File: config.mk
export PLATFORM = sky130hd
export DESIGN_NAME = min_max_ctrl
export DESIGN_NICKNAME = d
export VERILOG_FILES = /design/src/rtl/min_max_pkg.sv /design/src/rtl/osc_gen.sv /design/src/rtl/min_max_ctrl.sv
export SDC_FILE = /design/constraint.sdc
export NUM_CORES = 1
export LEC_CHECK = 0
export CAP_MARGIN = 20
export CORE_MARGIN = 10
export CORE_UTILIZATION = 25
export CTS_BUF_LIST = sky130_fd_sc_hd__clkbuf_8
export CTS_CLUSTER_SIZE = 12
export DETAILED_ROUTE_END_ITERATION = 10
export PLACE_DENSITY = 0.5
export SLEW_MARGIN = 20
export SYNTH_ARGS = -nofsm -noshare
export SYNTH_HDL_FRONTEND = slang
export SYNTH_SLANG_ARGS = --single-unit
File: constraint.sdc
create_clock -name clk_i -period 3.15 [get_ports clk_i]
set_input_delay 0.945 -clock clk_i [delete_from_list [all_inputs] [get_ports clk_i]]
set_output_delay 0.945 -clock clk_i [all_outputs]
set_load 0.01 [all_outputs]
File: src/rtl/min_max_pkg.sv
// Shared types for the min/max LED-bar controller: datapath commands,
// controller states and edit-target selection.
package min_max_pkg;

  typedef logic [1:0] com_t;

  localparam com_t COM_RANGE  = 2'b00;
  localparam com_t COM_LINEAR = 2'b01;
  localparam com_t COM_OFF    = 2'b10;
  localparam com_t COM_ON     = 2'b11;

  typedef enum logic [1:0] {
    RUN    = 2'b00,
    EDIT   = 2'b01,
    COMMIT = 2'b10
  } ctrl_state_t;

  typedef enum logic [1:0] {
    SEL_VAL  = 2'b00,
    SEL_MIN  = 2'b01,
    SEL_MAX  = 2'b10,
    SEL_NONE = 2'b11
  } sel_t;

endpackage

File: src/rtl/osc_gen.sv
// Free-running blink generator: osc_o toggles every DIV clock cycles,
// giving a period of 2*DIV cycles.
module osc_gen #(
  parameter int DIV = 8
) (
  input  logic clk_i,
  input  logic rst_ni,
  output logic osc_o
);

  localparam int CW = (DIV > 1) ? $clog2(DIV) : 1;
  localparam logic [CW-1:0] LAST = CW'(DIV - 1);

  logic [CW-1:0] r_cnt;
  logic          r_osc;

  always_ff @(posedge clk_i) begin
    if (!rst_ni) begin
      r_cnt <= '0;
      r_osc <= 1'b0;
    end else if (r_cnt == LAST) begin
      r_cnt <= '0;
      r_osc <= ~r_osc;
    end else begin
      r_cnt <= r_cnt + 1'b1;
    end
  end

  assign osc_o = r_osc;

endmodule

File: src/rtl/min_max_ctrl.sv
// Controller for the min/max LED bar: live registers, shadow-register edit
// sessions with atomic validated commit, and the datapath command bus.
module min_max_ctrl
  import min_max_pkg::*;
#(
  parameter int VALSIZE = 4,
  parameter int OSC_DIV = 8
) (
  input  logic               clk_i,
  input  logic               rst_ni,
  input  logic [1:0]         mode_i,
  input  logic               edit_i,
  input  logic [1:0]         sel_i,
  input  logic               inc_i,
  input  logic               dec_i,
  output logic [1:0]         com_o,
  output logic [VALSIZE-1:0] min_o,
  output logic [VALSIZE-1:0] max_o,
  output logic [VALSIZE-1:0] val_o,
  output logic               osc_o,
  output logic               err_o
);

  localparam logic [VALSIZE-1:0] VTOP = '1;

  ctrl_state_t        r_state;
  com_t               r_com;
  logic [VALSIZE-1:0] r_min, r_max, r_val, r_valOut;
  logic [VALSIZE-1:0] r_shMin, r_shMax, r_shVal;
  logic               r_err;
  logic               r_editPrev;

  sel_t               w_sel;
  logic               w_editRise;
  logic               w_commitOk;
  logic [VALSIZE-1:0] w_runVal;
  logic [VALSIZE-1:0] w_editVal, w_editMin, w_editMax;
  logic [VALSIZE-1:0] w_editShown, w_entryShown, w_clampVal;

  // Saturating single step; simultaneous inc and dec cancel out.
  function automatic logic [VALSIZE-1:0] stepSat(
    input logic [VALSIZE-1:0] v,
    input logic [VALSIZE-1:0] lo,
    input logic [VALSIZE-1:0] hi,
    input logic               up,
    input logic               down
  );
    logic [VALSIZE-1:0] res;
    res = v;
    if (up && !down && v < hi)       res = v + 1'b1;
    else if (down && !up && v > lo)  res = v - 1'b1;
    return res;
  endfunction

  always_comb begin
    w_sel      = sel_t'(sel_i);
    w_editRise = edit_i & ~r_editPrev;
    w_runVal   = stepSat(r_val, r_min, r_max, inc_i, dec_i);

    w_editVal = r_shVal;
    w_editMin = r_shMin;
    w_editMax = r_shMax;
    unique case (w_sel)
      SEL_VAL:  w_editVal = stepSat(r_shVal, '0, VTOP, inc_i, dec_i);
      SEL_MIN:  w_editMin = stepSat(r_shMin, '0, VTOP, inc_i, dec_i);
      SEL_MAX:  w_editMax = stepSat(r_shMax, '0, VTOP, inc_i, dec_i);
      default:  ;
    endcase

    unique case (w_sel)
      SEL_MIN: begin
        w_editShown  = w_editMin;
        w_entryShown = r_min;
      end
      SEL_MAX: begin
        w_editShown  = w_editMax;
        w_entryShown = r_max;
      end
      default: begin
        w_editShown  = w_editVal;
        w_entryShown = w_runVal;
      end
    endcase

    w_commitOk = (r_shMin <= r_shMax);
    if (r_shVal < r_shMin)      w_clampVal = r_shMin;
    else if (r_shVal > r_shMax) w_clampVal = r_shMax;
    else                        w_clampVal = r_shVal;
  end

  // Shadows load on EDIT entry so an edit always starts from the live values.
  always_ff @(posedge clk_i) begin
    if (!rst_ni) begin
      r_state    <= RUN;
      r_com      <= COM_OFF;
      r_min      <= '0;
      r_max      <= VTOP;
      r_val      <= '0;
      r_valOut   <= '0;
      r_shMin    <= '0;
      r_shMax    <= VTOP;
      r_shVal    <= '0;
      r_err      <= 1'b0;
      r_editPrev <= 1'b0;
    end else begin
      r_editPrev <= edit_i;
      unique case (r_state)
        RUN: begin
          r_val <= w_runVal;
          if (w_editRise) begin
            r_state  <= EDIT;
            r_com    <= COM_LINEAR;
            r_shVal  <= w_runVal;
            r_shMin  <= r_min;
            r_shMax  <= r_max;
            r_valOut <= w_entryShown;
          end else begin
            r_com    <= mode_i;
            r_valOut <= w_runVal;
          end
        end
        EDIT: begin
          r_shVal  <= w_editVal;
          r_shMin  <= w_editMin;
          r_shMax  <= w_editMax;
          r_com    <= COM_LINEAR;
          r_valOut <= w_editShown;
          if (!edit_i) r_state <= COMMIT;
        end
        COMMIT: begin
          // An inverted range is rejected whole; live values never go inconsistent.
          if (w_commitOk) begin
            r_min    <= r_shMin;
            r_max    <= r_shMax;
            r_val    <= w_clampVal;
            r_shVal  <= w_clampVal;
            r_valOut <= w_clampVal;
            r_err    <= 1'b0;
          end else begin
            r_shVal  <= r_val;
            r_shMin  <= r_min;
            r_shMax  <= r_max;
            r_valOut <= r_val;
            r_err    <= 1'b1;
          end
          r_com   <= mode_i;
          r_state <= RUN;
        end
        default: r_state <= RUN;
      endcase
    end
  end

  osc_gen #(.DIV(OSC_DIV)) u_osc (
    .clk_i  (clk_i),
    .rst_ni (rst_ni),
    .osc_o  (osc_o)
  );

  assign com_o = r_com;
  assign min_o = r_min;
  assign max_o = r_max;
  assign val_o = r_valOut;
  assign err_o = r_err;

endmodule

## After elaboration in Yosys (flattened, before gate mapping)

Index checks and enable logic that the tools add are counted.

- ROM bits: 0
- Output and inout bits: 16
- Latch bits: 0
- Memory bits (writable): 0
- Word-level logic and storage cells: 96
- Register bits: 38
- Memories: 0

- Mux-type cells: 33
- Shift operators: 0
- Add/sub/neg operators: 9
- Reductions and logical operators: 19
- Equal/unequal tests: 7
- Divide/modulo/power cells: 0
- Bitwise operators: 4
- Order comparisons: 11
- Multiply operators: 0

Operators by type and width:

| kind | count |
|---|---|
| $mux 4 | 20 |
| $pmux 4 s3 | 4 |
| $pmux 4 s2 | 3 |
| $add 4x1->4 const B | 4 |
| $sub 4x1->4 const B | 4 |
| $gt 4x1->1 const B | 3 |
| $lt 4x4->1 const B | 3 |
| $logic_and 1x1->1 | 10 |
| $gt 4x4->1 | 2 |
| $lt 4x4->1 | 2 |
| $mux 2 | 3 |
| $pmux 2 s3 | 1 |
| $eq 2x1->1 const B | 2 |
| $eq 2x2->1 const B | 2 |
| $le 4x4->1 | 1 |
| $logic_not 2->1 | 2 |
| $ne 2x2->1 const B | 2 |
| $pmux 2 s2 | 1 |
| $reduce_and 2->1 | 2 |
| $add 3x1->3 const B | 1 |
| $eq 3x3->1 const B | 1 |
| $not 1->1 | 3 |
| $reduce_bool 3->1 | 1 |
| $logic_not 1->1 | 2 |
| 4 further kinds | 4 |

## Depth between registers and ports, before layout

Gate-level depths: netlist of run 1.

- Depth in word-level cells: 8
- Gate-level depth with buffers: 11
- Gate-level depth less buffers: 9

## By module

From an unflattened synthesis of run 1, not the netlist that was laid out.

- Cells, all modules: 456
- Area total of the unflattened synthesis: 3443.3 um^2

Modules (own cells, without submodules):

| module | cells an instance | area an instance (um^2) | times used |
|---|---|---|---|
| min_max_ctrl | 445 | 3295.7 | 1 |
| osc_gen | 11 | 147.6 | 1 |

## Least setup slack after synthesis of run 1

No wires, ideal clock.

- Path type: register -> register
- Start: reg r_shMax[3]
- End: reg r_shVal[2]
- Data required time: 3033 ps
- Cell stages (with the launch flop): 11
- Slack: 773 ps
- Buffers on the path: 1
- Data arrival time: 2260 ps
- Path through: dfxtp_1 -> buf_2 -> inv_1 -> ha_1 -> and4_4 -> a211oi_4 -> mux2i_1 -> mux2i_1 -> a22o_1 -> a211o_1 -> a22o_1

- Cells in the longest elaborated chain, start to end: 5
- Elaborated cells between the ends (all ways): 6

RTL lines:

| what | RTL line | source |
|---|---|---|
| start, declared | min_max_ctrl.sv:29 | `logic [VALSIZE-1:0] r_shMin, r_shMax, r_shVal;` |
| start signal, assigned | min_max_ctrl.sv:115 | `r_shMax <= r_max;` |
| start signal, assigned | min_max_ctrl.sv:125 | `r_shMax <= w_editMax;` |
| start signal, assigned | min_max_ctrl.sv:142 | `r_shMax <= r_max;` |
| $gt 4x4->1 | min_max_ctrl.sv:87 | `else if (r_shVal > r_shMax) w_clampVal = r_shMax;` |
| $mux 4 | min_max_ctrl.sv:87 |  |
| $mux 4 | min_max_ctrl.sv:86 | `if (r_shVal < r_shMin) w_clampVal = r_shMin;` |
| $mux 4 * | - |  |
| $pmux 4 s3 * | min_max_ctrl.sv:107 | `unique case (r_state)` |
| end signal, assigned | min_max_ctrl.sv:113 | `r_shVal <= w_runVal;` |
| end signal, assigned | min_max_ctrl.sv:123 | `r_shVal <= w_editVal;` |
| end signal, assigned | min_max_ctrl.sv:136 | `r_shVal <= w_clampVal;` |
| end, declared | min_max_ctrl.sv:29 |  |

Every way passes the cells marked *; elsewhere a longest branch is shown, timed or not.
A chain may end at the register's enable or synchronous reset.

## Worst setup path after layout of run 1

- Start: in dec_i
- End: reg r_valOut[3], in the netlist val_o[3]

- Cells in the longest elaborated chain, start to end: 7
- Elaborated cells between the ends (all ways): 26

RTL lines:

| what | RTL line | source |
|---|---|---|
| start, declared | min_max_ctrl.sv:15 | `input logic dec_i,` |
| $logic_and 1x1->1 or $logic_not 1->1 (tied branches) | min_max_ctrl.sv:51, min_max_ctrl.sv:50 |  |
| $logic_and 1x1->1 (on tied branches) | min_max_ctrl.sv:51, min_max_ctrl.sv:50 |  |
| $mux 4 or $logic_and 1x1->1 (tied branches) | min_max_ctrl.sv:51, min_max_ctrl.sv:50 |  |
| $mux 4 | min_max_ctrl.sv:50 | `if (up && !down && v < hi) res = v + 1'b1;` |
| $mux 4 or $pmux 4 s2 (tied branches) | min_max_ctrl.sv:63, min_max_ctrl.sv:70 |  |
| $pmux 4 s2 or $mux 4 (tied branches) | min_max_ctrl.sv:70, min_max_ctrl.sv:110 |  |
| $pmux 4 s3 * | min_max_ctrl.sv:107 |  |
| end signal, assigned | min_max_ctrl.sv:116 | `r_valOut <= w_entryShown;` |
| end signal, assigned | min_max_ctrl.sv:119 | `r_valOut <= w_runVal;` |
| end signal, assigned | min_max_ctrl.sv:127 | `r_valOut <= w_editShown;` |
| end, declared | min_max_ctrl.sv:28 | `logic [VALSIZE-1:0] r_min, r_max, r_val, r_valOut;` |

Marks and branches as above.

==> results.json, run 1 <==
{
  "area_growth_pct": 19.58,
  "setup.worst_path.start_class": "input pin",
  "yosysTopAreaCellShare_pct": 22.38,
  "yosysWarnings": 0,
  "fin_crit_ns": 2.940,
  "rsz0062_at_grt": "false",
  "drtPass1Iterations": 7,
  "design.core.area_um2": 13300,
  "synth_flop_cell": "dfxtp_1",
  "routedWlPerCell_um": 17.84,
  "max_slew_margin_pct": 58.62,
  "n_antenna_cell": 0,
  "irDropWorstVdd_mv": 0.2159,
  "crit_type": "in2reg",
  "yosysMostFrequentCell": "nand2_1",
  "netlist_instances": 433,
  "hold_path_class": "reg2reg",
  "cts_htree_levels": 2,
  "ys_seq_area_share_pct": 22.38,
  "syn-num-nets": 477,
  "hold_ws_ns": 0.4283,
  "die_w_um": 136.6,
  "grt_pass1_wl_mm": 18.77,
  "grt_overflow": 0,
  "layout-drive-gt1-share_pct": 10.73,
  "syn_avg_cell_area_um2": 7.851,
  "dieArea_um2": 18660,
  "holdBufCountCts": 0,
  "max_slew.worst_pin.slew_ns": 0.6207,
  "place.gp.congestion": 0.8741,
  "grt_max_degree": 22,
  "route.detailed.drc": 0,
  "slew_viol_final": 0,
  "worstPathArrival_ns": 3.12,
  "track_usage_pct": 12.54,
  "portBuffers": 24,
  "synth_largest_area_cell": "dfxtp_1",
  "finalCritPeriodShare_pct": 93.34,
  "cap_violations": 0,
  "fmax_mhz": 340.1,
  "cts_buffers": 5,
  "antenna_found_initial": 0,
  "cts_sinks": 38,
  "finalSetupViolations": 0,
  "drt_iter0_markers": 264,
  "power.density_nw_per_um2": 468.5,
  "num_rows": 42,
  "ant_nets": 0,
  "post-dp-hpwl_mm": 8.917,
  "netlist_top_cells_area": "dfxtp_1 (22%), ha_1 (13%), nand2_1 (5.9%), o211ai_1 (4.2%), o21ai_0 (4.1%)",
  "cts_tree": "built",
  "io_pins": 25,
  "end_kind": "register",
  "clock_latency_ns": 0.31,
  "yosys-top-cells-count": "nand2_1 (53), dfxtp_1 (38), ha_1 (35)",
  "synth-edff-count": 0,
  "p_total_uw": 1904,
  "clk_pin_slew_worst_paths_ns": 0.09,
  "finalSetupTns_ns": 0,
  "cts_max_path_buffers": 2,
  "start_util_pct": 25.57,
  "die_height_um": 136.6,
  "routed_wl_mm": 11.45,
  "async_reset_ff_share_pct": 0,
  "fin_nets": 509,
  "cts_root_buf": "clkbuf_8",
  "netlist_area_um2": 3400,
  "via_per_inst": 5.357,
  "vias": 3439,
  "grt_pass1_vias": 3379,
  "finClkSkew_ns": 0.01189,
  "p_leak_uw": 0.001642,
  "synth.ff_latch_count": 38,
  "cts_setup_buffers": 0,
  "utilization_pct": 30.58,
  "cts.repair.resized": 0,
  "hold_violations": 0,
  "status": "finished, final reports clean",
  "yosysUniqueCellTypes": 65,
  "required_ns": 3.33,
  "crit_fanout": 9
}
-- state kept, by name, summed over array words and instances (netlist names) --
register,count
com_o,2
r_state,2
u_osc.osc_o,1
max_o,4
err_o,1
min_o,4
r_shMin,4
r_editPrev,1
u_osc.r_cnt,3
r_shVal,4
r_shMax,4
val_o,4
r_val,4
-- routing by layer --
| metal | GRT usage (%) | part of all wire [%] |
|---|---|---|
| met5 | 0 | 0 |
| met4 | 4.970 | 2.6 |
| met3 | 2.346 | 5.3 |
| met2 | 20.18 | 47 |
| met1 | 16.11 | 45 |
-- metrics by stage --
| step | area (um^2) | setup slack (ns) | cells |
|---|---|---|---|
| 3_5_place_dp | 3956 | -0.05697 | 634 |
| 5_1_grt | 4065 | 0.09835 | 642 |
| 6_report | 4065 | 0.2097 | 642 |
| 4_1_cts | 4065 | 0.2557 | 642 |
| 2_1_floorplan | 3400 | 0.7728 | 433 |
| 3_3_place_gp | 3956 | -0.05952 | 634 |
-- placed cells by master (no fill, tap or decap), types with 12 or more instances in the layout --
master and instances:
clkdlybuf4s50_1 24, mux2i_1 12, o21ai_0 28, nor2_1 22
nand3_1 13, nand2_1 53, o211ai_1 19, inv_1 25
ha_1 35, buf_4 26, dfxtp_1 38, a21oi_1 19
-- report_power, final --
part | switching [uW] | leakage (uW) | internal [uW]
registers | 89.6 | 0.000311 | 541
logic | 482 | 0.00127 | 365
clock network | 193 | 0.0000579 | 233
total | 765 | 0.00164 | 1140
-- final cells by class --
cell class,instances,area (um^2)
well taps,176,220.2
fillers,1423,9230
inverters,26,97.59
multi-input cells,344,2442
clock inverters,3,40.04
flip-flops and latches,38,760.7
clock buffers,5,68.82
repair buffers,50,435.4
-- worst max-delay path, cell delays in order --
cell	delay, ns
clkdlybuf4s50_1	0.56
nand2b_4	0.26
a31oi_2	0.28
nand2_1	0.13
o41ai_2	0.39
mux2i_1	0.14
o21bai_1	0.28
a31oi_1	0.13
-- logic make-up after synthesis --
group | synth area share (%)
fa+ha+maj | 12.88
xor+xnor | 2.834
flops | 22.38
buf+inv | 5.778
mux | 4.527
simple gates | 18.92
compound gates | 32.68
-- path summary, 6_finish.rpt --
kind,from,endpoint,slack [ns],cells past startpoint
hold reg to reg,u_osc.r_cnt[0],u_osc.r_cnt[0],0.43,1
setup reg to reg,r_shMax[1],r_shVal[2],0.46,9
hold / removal,u_osc.r_cnt[0],u_osc.r_cnt[0],0.43,1
setup / recovery,dec_i,val_o[3],0.21,8
Note: power is estimated with default switching activity, not from simulation.
==> inputs of run 2 (changes only) <==
--- a/config.mk
+++ b/config.mk
@@ -11,6 +11,7 @@
 export CTS_BUF_LIST = sky130_fd_sc_hd__clkbuf_8
 export CTS_CLUSTER_SIZE = 12
 export DETAILED_ROUTE_END_ITERATION = 10
+export HOLD_SLACK_MARGIN = 0.02
 export PLACE_DENSITY = 0.5
 export SLEW_MARGIN = 20
 export SYNTH_ARGS = -nofsm -noshare
==> results of run 2 <==
Same layout as run 1: the final DEF is identical, and so are final timing and power.
==> inputs of run 3 (changes only) <==
==> constraint.sdc (replaced) <==
create_clock -name clk_i -period 3.15 [get_ports clk_i]
set_input_delay 0.945 -clock clk_i [delete_from_list [all_inputs] [get_ports clk_i]]
set_output_delay 0.945 -clock clk_i [all_outputs]
set_load 0.1 [all_outputs]
==> results.json, run 3 (synthesis results as in run 1) <==
{
  "cts.repair.resized": 0,
  "met3_length_um": 493,
  "post-dp-hpwl_mm": 8.911,
  "cts_sinks": 38,
  "cts_tree": "built",
  "route.detailed.drc": 0,
  "end_kind": "register",
  "setup_ws_ns": 0.1760,
  "via_per_inst": 5.319,
  "power.density_nw_per_um2": 488.0,
  "max_slew.worst_pin.slew_ns": 0.6717,
  "grt_pass1_wl_mm": 18.35,
  "fin_crit_ns": 2.974,
  "track_usage_pct": 12.36,
  "drt_iter0_markers": 292,
  "design.core.area_um2": 13300,
  "reg2reg_slack_ns": 0.41,
  "clock_latency_ns": 0.30,
  "wl_met1_mm": 5.415,
  "status": "finished, final reports clean",
  "final_cell_mix": "nand2_1 (53), buf_4 (43), dfxtp_1 (38)",
  "dp.cells": 635,
  "portBuffers": 24,
  "top_layer": "met4",
  "antenna_found_initial": 0,
  "ant_nets": 0,
  "multi_input_area_um2": 2442,
  "crit_top_cell": "a21oi_1",
  "cts_max_path_buffers": 2,
  "num_rows": 42,
  "io_pins": 25,
  "setup.worst_path.start_class": "input pin",
  "r2r-end": "r_shVal[0]",
  "grt_pass1_vias": 3324,
  "clk_pin_slew_worst_paths_ns": 0.08,
  "r2r_start": "r_shMax[1]",
  "layout_commonest_cell": "nand2_1",
  "grt_overflow": 0,
  "finalSetupViolations": 0,
  "die_w_um": 136.6,
  "fin_nets": 510,
  "cap_violations": 0,
  "fmax_mhz": 336.3,
  "slew_viol_final": 0,
  "slowest_stage": "clkdlybuf4s50_1",
  "fill_cells": 1407,
  "finClkSkew_ns": 0.004483,
  "instances_no_fill": 643,
  "finalCritPeriodShare_pct": 94.41,
  "cts_setup_buffers": 0,
  "routedWlPerCell_um": 17.77,
  "crit_fanout": 9,
  "startpoint": "dec_i",
  "start_util_pct": 25.57,
  "n_antenna_cell": 0,
  "wl_met2_mm": 5.303,
  "vias": 3420,
  "dp_slack_ns": -0.03252,
  "rsz0062_at_grt": "false",
  "hold_violations": 0,
  "die_height_um": 136.6,
  "layout-drive-gt1-share_pct": 14.13,
  "place.gp.congestion": 0.8675,
  "drtPass1Iterations": 4,
  "cts_buffers": 5,
  "routed_wl_mm": 11.42,
  "required_ns": 3.33,
  "hold_path_class": "reg2reg",
  "cts_htree_levels": 2,
  "max_slew_margin_pct": 55.22,
  "area_growth_pct": 18.11,
  "worstPathArrival_ns": 3.16,
  "holdBufCountCts": 0,
  "irDropWorstVdd_mv": 0.1578,
  "p_leak_uw": 0.001660,
  "reg2reg_depth": 9,
  "slowest_delay_ns": 0.55,
  "grt_max_degree": 27,
  "endpoint": "r_shMax[3]",
  "crit_type": "in2reg",
  "cts_root_buf": "clkbuf_8",
  "worstPathCellList": "clkdlybuf4s50_1 -> nand2b_4 -> a31oi_2 -> nand2_1 -> o41ai_2 -> a21oi_1 -> a221oi_1 -> a21oi_1",
  "dieArea_um2": 18660,
  "regArea_um2": 760.7
}
==> run 3: cell count changes in the layout (fill, tap and decap cells not counted) <==
cell             before  now
clkbuf_8              5    6
clkdlybuf4s50_1      24    8
buf_4                26   43
clkinv_2              2    1
inv_1                25   26
bufinv_16             1    0
==> run 3: final cells by class <==
type                            count  share of cell area (%)
Clock buffer                        6                   2.057
Tap cell                          176                   5.485
Multi-Input combinational cell    344                   60.83
Sequential cell                    38                   18.95
Timing Repair Buffer               51                   10.03
Inverter                           26                   2.431
Clock inverter                      2                  0.2181
==> run 3: worst min-delay path by stage <==
stage                    from        endpoint  cells past startpoint
2_1_floorplan  u_osc.r_cnt[0]  u_osc.r_cnt[0]                      1
3_5_place_dp   u_osc.r_cnt[0]  u_osc.r_cnt[0]                      1
6_report       u_osc.r_cnt[0]  u_osc.r_cnt[0]                      1
5_1_grt        u_osc.r_cnt[0]  u_osc.r_cnt[0]                      1
3_3_place_gp   u_osc.r_cnt[0]  u_osc.r_cnt[0]                      1
4_1_cts        u_osc.r_cnt[0]  u_osc.r_cnt[0]                      1
==> run 3: critical path: cells and delay by family <==
family,cells,cell delay (ns)
compound gates,5,1.28
buf+inv,1,0.55
simple gates,2,0.38
==> run 3: stage by stage <==
stage          instance area (um^2)  utilization (%)  hold slack, ns  total power, uW   TNS, ns
4_1_cts                        4015            30.20          0.4312             1962         0
3_5_place_dp                   3924            29.51          0.4195             1594  -0.05925
6_report                       4015            30.20          0.4265             1959         0
2_1_floorplan                  3400                -          0.4033             1323         0
5_1_grt                        4015            30.20          0.4464             2088         0
3_3_place_gp                   3924            29.51          0.4128             1589  -0.07729
==> run 3: power by group <==
group	switching [uW]	internal, uW	leakage (uW)
registers	81.5	541	0.000311
logic	613	361	0.00130
clock network	189	174	0.0000524
==> run 3: routing by layer <==
layer / track usage [%] / vias up
li1: - / 1658
met1: 16.34 / 1650
met2: 20.20 / 96
met3: 1.870 / 16
met4: 3.669 / 0
met5: 0 / -
